===== config.mk =====
export PLATFORM = sky130hd
export DESIGN_NAME = control_fsm_flat
export DESIGN_NICKNAME = d
export VERILOG_FILES = /design/src/rtl/control_fsm_if.sv /design/src/rtl/control_fsm.sv /design/src/flat_wrapper.sv
export SDC_FILE = /design/constraint.sdc
export NUM_CORES = 1
export LEC_CHECK = 0
export ABC_AREA = 0
export CAP_MARGIN = 0
export CORE_AREA = 2 2 57 59
export DETAILED_ROUTE_END_ITERATION = 10
export DIE_AREA = 0 0 59 61
export DONT_BUFFER_PORTS = 1
export SLEW_MARGIN = 20
export SYNTH_ARGS = -nofsm -noshare
export SYNTH_HDL_FRONTEND = slang
export SYNTH_SLANG_ARGS = --single-unit

===== constraint.sdc =====
create_clock -name clk -period 3.66 [get_ports clk]
set_input_delay 0.366 -clock clk [delete_from_list [all_inputs] [get_ports clk]]
set_output_delay 0.366 -clock clk [all_outputs]
set_load 0.02 [all_outputs]

===== src/rtl/control_fsm_if.sv =====
// control_fsm_if: control-unit bus.
//   master (control_fsm): start and instr_data in; instr_addr, decoded
//   instruction fields, strobes and status out.
//   slave  (datapath / ROM / bench): the mirror image.
interface control_fsm_if #(
    parameter int PC_W  = 8,
    parameter int CNT_W = 8
);
    logic             start;
    logic [PC_W-1:0]  instr_addr;
    logic [7:0]       instr_data;
    logic [3:0]       opcode;
    logic [3:0]       operand;
    logic [2:0]       alu_ctrl;
    logic             reg_we;
    logic             mem_we;
    logic             halted;
    logic             illegal;
    logic [CNT_W-1:0] retired;

    modport master (
        input  start, instr_data,
        output instr_addr, opcode, operand, alu_ctrl,
               reg_we, mem_we, halted, illegal, retired
    );

    modport slave (
        output start, instr_data,
        input  instr_addr, opcode, operand, alu_ctrl,
               reg_we, mem_we, halted, illegal, retired
    );
endinterface


===== src/rtl/control_fsm.sv =====
// control_fsm: multicycle control unit (FETCH / DECODE / EXEC, 3 cycles per
// instruction) for the simple processor.
// Ports:
//   clk  - system clock, rising edge
//   rst  - synchronous active-high reset
//   bus  - control_fsm_if.master: start, ROM address/data, decoded opcode,
//          operand, alu_ctrl, reg_we/mem_we strobes, halted, illegal, retired
module control_fsm #(
    parameter int PC_W  = 8,
    parameter int CNT_W = 8
) (
    input  logic           clk,
    input  logic           rst,
    control_fsm_if.master  bus
);
    typedef enum logic [2:0] {
        IDLE   = 3'd0,
        FETCH  = 3'd1,
        DECODE = 3'd2,
        EXEC   = 3'd3,
        HALT   = 3'd4
    } state_t;

    localparam logic [3:0] OP_STORE = 4'h1;
    localparam logic [3:0] OP_JMP   = 4'h8;
    localparam logic [3:0] OP_NOP   = 4'hE;
    localparam logic [3:0] OP_HALT  = 4'hF;

    state_t           state, state_nxt;
    logic [PC_W-1:0]  pc, pc_nxt;
    logic [7:0]       ir;
    logic [2:0]       alu_q;
    logic [CNT_W-1:0] retired_q;
    logic             reg_we_c, mem_we_c, illegal_c;

    function automatic logic [2:0] alu_of(input logic [3:0] op);
        case (op)
            4'h3:    alu_of = 3'b001;
            4'h4:    alu_of = 3'b010;
            4'h5:    alu_of = 3'b011;
            4'h6:    alu_of = 3'b100;
            4'h7:    alu_of = 3'b101;
            default: alu_of = 3'b000;
        endcase
    endfunction

    always_ff @(posedge clk) begin
        if (rst) begin
            state     <= IDLE;
            pc        <= '0;
            ir        <= {OP_NOP, 4'h0};
            alu_q     <= 3'b000;
            retired_q <= '0;
        end else begin
            state <= state_nxt;
            pc    <= pc_nxt;
            if (state == DECODE) begin
                ir    <= bus.instr_data;
                alu_q <= alu_of(bus.instr_data[7:4]);
            end
            if (state == EXEC)
                retired_q <= retired_q + CNT_W'(1);
        end
    end

    always_comb begin
        state_nxt = state;
        pc_nxt    = pc;
        reg_we_c  = 1'b0;
        mem_we_c  = 1'b0;
        illegal_c = 1'b0;
        case (state)
            IDLE:   if (bus.start) state_nxt = FETCH;
            FETCH:  state_nxt = DECODE;
            DECODE: begin
                pc_nxt    = pc + PC_W'(1);
                state_nxt = EXEC;
            end
            EXEC: begin
                state_nxt = FETCH;
                case (ir[7:4])
                    4'h0, 4'h2, 4'h3, 4'h4,
                    4'h5, 4'h6, 4'h7: reg_we_c = 1'b1;
                    OP_STORE:         mem_we_c = 1'b1;
                    OP_JMP:           pc_nxt   = PC_W'(ir[3:0]);
                    OP_NOP:           ;
                    OP_HALT:          state_nxt = HALT;
                    default:          illegal_c = 1'b1;
                endcase
            end
            HALT:    state_nxt = HALT;
            default: state_nxt = IDLE;
        endcase
    end

    // Strobes are combinational from EXEC; gating with rst kills a write
    // that would otherwise fire in the same cycle reset is taken.
    assign bus.reg_we     = reg_we_c  & ~rst;
    assign bus.mem_we     = mem_we_c  & ~rst;
    assign bus.illegal    = illegal_c & ~rst;
    assign bus.halted     = (state == HALT);
    assign bus.instr_addr = pc;
    assign bus.opcode     = ir[7:4];
    assign bus.operand    = ir[3:0];
    assign bus.alu_ctrl   = alu_q;
    assign bus.retired    = retired_q;
endmodule


===== src/flat_wrapper.sv =====
// flat-port wrapper written by rule: the top's interface ports become plain ports
module control_fsm_flat 
#(
    parameter int PC_W  = 8,
    parameter int CNT_W = 8
)
  (clk, rst, bus_start, bus_instr_data, bus_instr_addr, bus_opcode, bus_operand, bus_alu_ctrl, bus_reg_we, bus_mem_we, bus_halted, bus_illegal, bus_retired);
  control_fsm_if #(.PC_W(PC_W), .CNT_W(CNT_W)) bus_i ();
  input  logic clk;
  input  logic rst;
  input wire logic [$bits(bus_i.start)-1:0] bus_start;
  input wire logic [$bits(bus_i.instr_data)-1:0] bus_instr_data;
  output wire logic [$bits(bus_i.instr_addr)-1:0] bus_instr_addr;
  output wire logic [$bits(bus_i.opcode)-1:0] bus_opcode;
  output wire logic [$bits(bus_i.operand)-1:0] bus_operand;
  output wire logic [$bits(bus_i.alu_ctrl)-1:0] bus_alu_ctrl;
  output wire logic [$bits(bus_i.reg_we)-1:0] bus_reg_we;
  output wire logic [$bits(bus_i.mem_we)-1:0] bus_mem_we;
  output wire logic [$bits(bus_i.halted)-1:0] bus_halted;
  output wire logic [$bits(bus_i.illegal)-1:0] bus_illegal;
  output wire logic [$bits(bus_i.retired)-1:0] bus_retired;
  assign bus_i.start = bus_start;
  assign bus_i.instr_data = bus_instr_data;
  assign bus_instr_addr = bus_i.instr_addr;
  assign bus_opcode = bus_i.opcode;
  assign bus_operand = bus_i.operand;
  assign bus_alu_ctrl = bus_i.alu_ctrl;
  assign bus_reg_we = bus_i.reg_we;
  assign bus_mem_we = bus_i.mem_we;
  assign bus_halted = bus_i.halted;
  assign bus_illegal = bus_i.illegal;
  assign bus_retired = bus_i.retired;
  control_fsm #(.PC_W(PC_W), .CNT_W(CNT_W)) u_core (.clk(clk), .rst(rst), .bus(bus_i));
endmodule

==> results of run 1 <==
layout make-up:
type	instances	area (um^2)
fillers	303	1470
clock inverters	2	10.0
multi-input cells	131	764
well taps	33	41.3
inverters	5	18.8
clock buffers	5	37.5
flip-flops and latches	30	601
repair buffers	1	7.51
sequential cells by signal, indices dropped and copies added (netlist names):
register	count
u_core.bus.instr_addr	8
u_core.bus.alu_ctrl	3
u_core.bus.retired	8
u_core.state	3
u_core.ir	8
power by group:
group | switching, mW | leakage, nW | internal (mW) | total (mW)
registers | 0.0676 | 0.243 | 0.350 | 0.417
logic | 0.0624 | 0.238 | 0.0376 | 0.100
clock network | 0.117 | 0.0308 | 0.0689 | 0.186
per-layer routing:
metal  global-route usage (%)  part of all wire [%]  vias up
met1                     21.4                    45      577
met3                     8.74                   8.6        6
li1                         -                     -      631
met5                        0                     0        -
met2                     27.1                    44       48
met4                     6.82                   1.5        0
synthesized netlist by cell type, drive strengths merged, types with 2 or more instances:
| cell type | count |
|---|---|
| o211ai | 2 |
| clkbuf | 3 |
| a21oi | 17 |
| nor2 | 14 |
| buf | 5 |
| nand3 | 6 |
| o221ai | 2 |
| xor2 | 3 |
| and4 | 3 |
| dfxtp | 30 |
| inv | 5 |
| o21ai | 7 |
| a31oi | 5 |
| nand2 | 31 |
| and3 | 2 |
| nand3b | 4 |
| xnor2 | 4 |
| nand4 | 5 |
| nor4 | 4 |
| ha | 2 |
| nor3 | 5 |
| or3 | 2 |
worst max-delay path, cell delays in order, from the launching register on:
cell and delay, ns:
dfxtp_1 0.74, nand3b_2 0.28, nor4_1 0.87
cells by family (layout without fill, tap and decap cells):
group                      after synthesis  count (layout)  share of synthesized area, %
DFF                                     30              30                          42.3
and+or+nand+nor                         82              82                          30.4
buffers and inverters                   13              13                          3.88
adders and majority gates                2               2                          1.76
xor gates and xnor gates                 7               7                          4.32
AOI/OAI and AO/OA                       40              40                          17.3
worst max-delay path by stage:
stage | slack, ns | cells after the start | from | endpoint
after detailed placement | 1.43 | 2 | u_core.state[0]$_SDFFE_PP0P_ | bus_illegal
after global placement | 1.53 | 2 | u_core.state[0]$_SDFFE_PP0P_ | bus_illegal
final | 1.07 | 2 | u_core.state[0]$_SDFFE_PP0P_ | bus_illegal
after floorplan | 1.51 | 2 | u_core.ir[5]$_SDFFE_PP1P_ | bus_reg_we
after global routing | 0.96 | 2 | u_core.state[0]$_SDFFE_PP0P_ | bus_illegal
after CTS | 1.05 | 2 | u_core.state[0]$_SDFFE_PP0P_ | bus_illegal
metrics by stage:
| stage | total power [mW] | area (um^2) | setup slack [ns] | utilization, % |
|---|---|---|---|---|
| detailed placement | 0.527 | 1430 | 1.43 | 48.5 |
| finish | 0.703 | 1480 | 1.07 | 50.1 |
| global route | 0.742 | 1480 | 0.959 | 50.1 |
| global placement | 0.522 | 1430 | 1.53 | 48.5 |
| floorplan | 0.508 | 1420 | 1.51 | - |
| CTS | 0.710 | 1480 | 1.05 | 50.1 |
==> results.cfg, run 1 <==
[place]
port-buffer-count = 0
post-dp-hpwl_um = 2130
gp_congestion = 0.741
place_inst = 200

[detailed_routing]
drt_iter0_markers = 36
drtAntennaViolNets = 0
drtPass1Iterations = 4
post_drt_wl_per_cell_um = 15.1
drt_wl_total_um = 3120
vias = 1262
drc = 0
via_per_inst = 6.10

[timing]
tightest_slew_ns = 0.943
rsz0062_at_grt = false
fin_crit_ns = 2.59
hold_violations = 0
fin_crit_sh_pct = 70.7
finClkSkew_ns = 0.00826
whs_ns = 0.0787
setup_viol = 0
relSlewSlack_pct = 36.6
finalMaxSlewViolations = 0
setup_tns_ns = 0
max_freq_mhz = 386

[clock_tree]
cts_root_buf = clkbuf_4
cts_made_buffers = 5
cts_tree = done
postCtsResizedCells = 0
cts_buffer_depth = 2
htreeDepth = 2
clock-sinks = 30
worst_skew_pair.late_latency_ns = 0.34
holdBufCountCts = 0
cts.clk_slew.worst_paths_ns = 0.10
post_cts_buffers = 0

[floorplanning]
die_h_um = 61
rows = 20
pin_count = 42
core_area_um2 = 2950
dieArea_um2 = 3600
start_util_pct = 48.1
die_w_um = 59

[power_and_ir_drop]
vdd_drop_max_mv = 0.250
leakage_nw = 0.512
p_per_area_nw_per_um2 = 475

[grt]
antenna_found_initial = 0
overflow = 0
grt_start_max_net_pins = 30
grt_util_all_layers_pct = 17.7
grt_first_pass_wirelength_um = 4640
grt_pass1_vias = 1031

[hold_path]
hp-start = rst
hold-path-cell-count = 1
hold_class = input pin to flop
hold_end = u_core.bus.instr_addr[5]$_SDFFE_PP0P_

[synthesis]
ys_ff_latch = 30
ys_top_cells_by_area = dfxtp_1, nand2_1, a21oi_1
syn_area_um2 = 1420
synthCells = 174
yosys_warnings = 0
synth_cell_types = 41
avgSynthCellArea_um2 = 8.15
ys.flop_type = dfxtp_1
synth_top_area_share_pct = 42.3
syn_nets = 187
synthArstFlopShare_pct = 0
synth-edff-count = 0
synth_largest_area_cell = dfxtp_1
ys_seq_area_share_pct = 42.3

[critical_path]
regToRegEndpoint = u_core.ir[1]$_SDFFE_PP0P_
reg2reg_setup_slack_ns = 1.92
critPathKind = flop to primary output
arrival_ns = 2.22
r2r_cells = 4
regToRegStartpoint = u_core.state[0]$_SDFFE_PP0P_
required_ns = 3.29
worst_setup_path_end_kind = primary output
cp_max_fo = 19
start_kind = flop

[layout]
insertedDiodeCount = 0
final_layout_size_suffix_gt1_share_pct = 7.47
instances_no_fill = 207
mostFrequentLayoutCells = nand2_1, dfxtp_1, a21oi_1
layout_commonest_cell = nand2_1
syn_to_final_growth_pct = 4.32
nNetsFinal = 187

[run_status]
status = finished clean

[job]
maxCapViolations = 0
Power figures use the tool's default switching activity.
==> run 2: changes to the inputs <==
Settings changed: PLACE_DENSITY set to 0.65.
Clock period 3.66 ns to 2.1 ns, I/O delays scaled along.
==> results.cfg, run 2 (synthesis gave the netlist of run 1 again) <==
[detailed_routing]
drc = 0
drtPass1Iterations = 4
drt_iter0_markers = 42
drt_wl_total_um = 3280
drtAntennaViolNets = 0
vias = 1328
via_per_inst = 6.09
post_drt_wl_per_cell_um = 15.0

[timing]
setup_viol = 0
setup_tns_ns = 0
hold_violations = 0
fin_crit_ns = 1.90
fin_crit_sh_pct = 90.5
finalMaxSlewViolations = 0
relSlewSlack_pct = 38.4
rsz0062_at_grt = false
tightest_slew_ns = 0.921
max_freq_mhz = 526
finClkSkew_ns = 0.0102

[clock_tree]
cts.clk_slew.worst_paths_ns = 0.09
clock-sinks = 30
htreeDepth = 2
cts_buffer_depth = 2
cts_tree = done
cts_made_buffers = 5
postCtsResizedCells = 0
worst_skew_pair.late_latency_ns = 0.34
cts_root_buf = clkbuf_4

[critical_path]
slowest_delay_ns = 0.58
cp_max_fo = 6
regToRegStartpoint = u_core.ir[7]$_SDFFE_PP1P_
slowest_stage = dfxtp_1
crit_chain = nor2_1, a2111oi_1, buf_4
worst_setup_path_end_kind = primary output
regToRegEndpoint = u_core.bus.instr_addr[7]$_SDFFE_PP0P_
critPathKind = flop to primary output
r2r_cells = 3
arrival_ns = 1.69
start_kind = flop
critPathCapture = bus_reg_we
reg2reg_setup_slack_ns = 0.43
critPathLaunch = u_core.ir[5]$_SDFFE_PP1P_
required_ns = 1.89

[floorplanning]
start_util_pct = 48.1
core_area_um2 = 2950
die_h_um = 61
dieArea_um2 = 3600
die_w_um = 59
pin_count = 42
rows = 20

[layout]
layout_commonest_cell = nand2_1
regArea_um2 = 601
syn_to_final_growth_pct = 10.8
nNetsFinal = 198
multi_input_area_um2 = 764
mostFrequentLayoutCells = nand2_1, dfxtp_1, a21oi_1
final.fill_count = 303
final_layout_size_suffix_gt1_share_pct = 10.8
insertedDiodeCount = 0

[grt]
grt_first_pass_wirelength_um = 5420
grt_pass1_vias = 1265
overflow = 0
antenna_found_initial = 0
grt_util_all_layers_pct = 20.3
grt_start_max_net_pins = 25

[place]
port-buffer-count = 0
gp_congestion = 0.821
post-dp-hpwl_um = 2270

[job]
maxCapViolations = 0

[run_status]
status = finished clean

[power_and_ir_drop]
p_per_area_nw_per_um2 = 800
leakage_nw = 0.566
vdd_drop_max_mv = 0.334
finalPower_mw = 1.26

[hold_path]
hold_class = input pin to flop
[run 2: what timing repair did]
item / in CTS / in global routing
setup buffers: 0 / 0
hold endpoints to repair: 25 / 0
hold buffers: 4 / 0
[run 2: worst max-delay path, delay by kind of cell, from the launching register on]
family                 cells  cell delay (ns)
AO/OA/AOI/OAI              1             0.43
buffers and inverters      1             0.21
flip-flops                 1             0.58
AND/OR/NAND/NOR            1             0.12
[run 2: routing by layer]
layer | track usage, % | part of all wire (%)
met1 | 23.4 | 44
met2 | 32.9 | 47
met3 | 6.61 | 7.4
met4 | 12.3 | 2.1
met5 | 0 | 0
[run 2: how the worst min path moves through the flow]
stage	from	to	slack (ns)	depth (start not counted)
after detailed placement	rst	u_core.bus.retired[3]$_SDFFE_PP0N_	0.28	1
after CTS	bus_instr_data[2]	u_core.ir[2]$_SDFFE_PP0P_	0.006	2
after global routing	bus_instr_data[3]	u_core.ir[3]$_SDFFE_PP0P_	0.01	2
after floorplan	bus_instr_data[6]	u_core.ir[6]$_SDFFE_PP1P_	0.33	2
final	bus_instr_data[2]	u_core.ir[2]$_SDFFE_PP0P_	0.01	2
after global placement	rst	u_core.bus.instr_addr[6]$_SDFFE_PP0P_	0.28	1
[run 2: power by group]
part / switching, mW / internal, mW
Sequential: 0.0936 / 0.610
Clock: 0.198 / 0.120
Combinational: 0.150 / 0.0878
[run 2: cell type report]
type                    count  share of cell area (%)
flip-flops and latches     30                    38.2
inverters                   5                    1.19
clock inverters             2                   0.636
well taps                  33                    2.63
repair buffers             12                    6.36
multi-input cells         131                    48.6
clock buffers               5                    2.39
[run 2: through the flow]
step / area [um^2] / worst slack [ns] / hold slack, ns / util (%) / std cells
final: 1570 / 0.200 / 0.0134 / 53.3 / 218
after global routing: 1570 / 0.132 / 0.0109 / 53.3 / 218
after CTS: 1570 / 0.187 / 0.00586 / 53.3 / 218
after detailed placement: 1490 / 0.458 / 0.285 / 50.3 / 207
after global placement: 1490 / 0.495 / 0.284 / 50.3 / 207
after floorplan: 1420 / 0.103 / 0.334 / - / 174
==> run 3: changes to the inputs <==
Settings changed: CTS_BUF_LIST set to sky130_fd_sc_hd__clkbuf_8.
==> results.cfg, run 3 (synthesis gave the netlist of run 1 again) <==
[run_status]
status = finished clean

[power_and_ir_drop]
vdd_drop_max_mv = 0.393
comb_power_share_pct = 17.1
leakage_nw = 0.567
p_clk_share_pct = 31.5
switchingPower_mw = 0.453
power.share.switching_pct = 33.1
p_seq_share_pct = 51.4
internal-power_mw = 0.916
p_per_area_nw_per_um2 = 870

[layout]
final_layout_size_suffix_gt1_share_pct = 11.0
insertedDiodeCount = 0
final_area_um2 = 1570
nNetsFinal = 195
layout_commonest_cell = nand2_1
mostFrequentLayoutCells = nand2_1, dfxtp_1, a21oi_1
syn_to_final_growth_pct = 10.9
final.fill_count = 302

[critical_path]
cp_max_fo = 6
path_buf_inv = 1
arrival_ns = 1.61
regToRegStartpoint = u_core.ir[7]$_SDFFE_PP1P_
slowest_stage = dfxtp_1
worst-path-stages = 3
start_kind = flop
regToRegEndpoint = u_core.bus.instr_addr[7]$_SDFFE_PP0P_
r2r_cells = 3
critPathTopFamily = flip-flops
crit_chain = nor2_1, a2111oi_1, buf_4
reg2reg_setup_slack_ns = 0.43
critPathKind = flop to primary output
required_ns = 1.89
worst_setup_path_end_kind = primary output
slowest_delay_ns = 0.57

[hold_path]
hold_class = input pin to flop
hp-start = bus_instr_data[6]
hold-path-cell-count = 2
hold_end = u_core.ir[6]$_SDFFE_PP1P_

[floorplanning]
core_area_um2 = 2950
die_w_um = 59
start_util_pct = 48.1
die_h_um = 61
pin_count = 42
dieArea_um2 = 3600
rows = 20

[grt]
grt_start_max_net_pins = 25
grt_first_pass_wirelength_um = 5430
grt_pass1_vias = 1251
overflow = 0
antenna_found_initial = 0
grt_util_all_layers_pct = 20.4

[detailed_routing]
drtAntennaViolNets = 0
drt_iter0_markers = 62
post_drt_wl_per_cell_um = 15.2
drc = 0
drt_wl_total_um = 3280
drtPass1Iterations = 4
vias = 1307
via_per_inst = 6.08

[place]
port-buffer-count = 0
post-dp-hpwl_um = 2270
gp_congestion = 0.821
dp_slack_ns = 0.458
placed_cell_area_um2 = 1490

[timing]
max_freq_mhz = 549
hold_violations = 0
fin_crit_sh_pct = 86.7
fin_crit_ns = 1.82
tightest_slew_ns = 0.911
setup_viol = 0
finalMaxSlewViolations = 0
rsz0062_at_grt = false
setup_tns_ns = 0
finClkSkew_ns = 0.00447
relSlewSlack_pct = 39.1
fin_ws_ns = 0.278

[clock_tree]
holdBufCountCts = 1
htreeDepth = 2
clock-sinks = 30
cts_tree = done
postCtsResizedCells = 0
worst_skew_pair.late_latency_ns = 0.28
cts_made_buffers = 5
cts_root_buf = clkbuf_8
cts.clk_slew.worst_paths_ns = 0.06
cts_buffer_depth = 2
post_cts_buffers = 0

[job]
maxCapViolations = 0
run 3: power groups by stage:
stage / logic (mW) / registers (mW) / clock network [mW]
2_1_floorplan: 0.182 / 0.703 / 0
3_3_place_gp: 0.215 / 0.714 / 0
3_5_place_dp: 0.222 / 0.718 / 0
4_1_cts: 0.232 / 0.705 / 0.443
5_1_grt: 0.261 / 0.712 / 0.471
6_report: 0.234 / 0.704 / 0.431
run 3: stage by stage:
stage          hold slack, ns  power, mW  util [%]  instances
2_1_floorplan           0.334      0.885         -        174
3_3_place_gp            0.284      0.929      50.3        207
3_5_place_dp            0.285      0.940      50.3        207
4_1_cts                0.0483       1.38      53.3        215
5_1_grt                0.0498       1.44      53.3        215
6_report               0.0513       1.37      53.3        215
run 3: layer usage:
metal	global-route usage [%]	vias up	share of wire [%]
li1	-	646	-
met1	23.4	609	42
met2	32.9	43	48
met3	9.17	9	7.5
met4	9.42	0	2.1
met5	0	-	0
run 3: cell type report:
cell class	instances	area [um^2]	area share [%]
sequential	30	601	38.2
inverter	5	18.8	1.19
multi-input combinational	131	764	48.6
timing repair buffer	9	70.1	4.45
tap	33	41.3	2.62
clock buffer	5	68.8	4.37
clock inverter	2	10.0	0.636
run 3: worst max-delay path by stage:
stage / startpoint / end / slack (ns)
after CTS: u_core.ir[5]$_SDFFE_PP1P_ / bus_reg_we / 0.25
after floorplan: u_core.ir[5]$_SDFFE_PP1P_ / bus_reg_we / 0.10
final: u_core.ir[5]$_SDFFE_PP1P_ / bus_reg_we / 0.28
after global placement: u_core.ir[7]$_SDFFE_PP1P_ / u_core.bus.instr_addr[7]$_SDFFE_PP0P_ / 0.49
after global routing: u_core.state[1]$_SDFFE_PP0P_ / bus_reg_we / 0.19
after detailed placement: u_core.ir[7]$_SDFFE_PP1P_ / u_core.bus.instr_addr[7]$_SDFFE_PP0P_ / 0.46
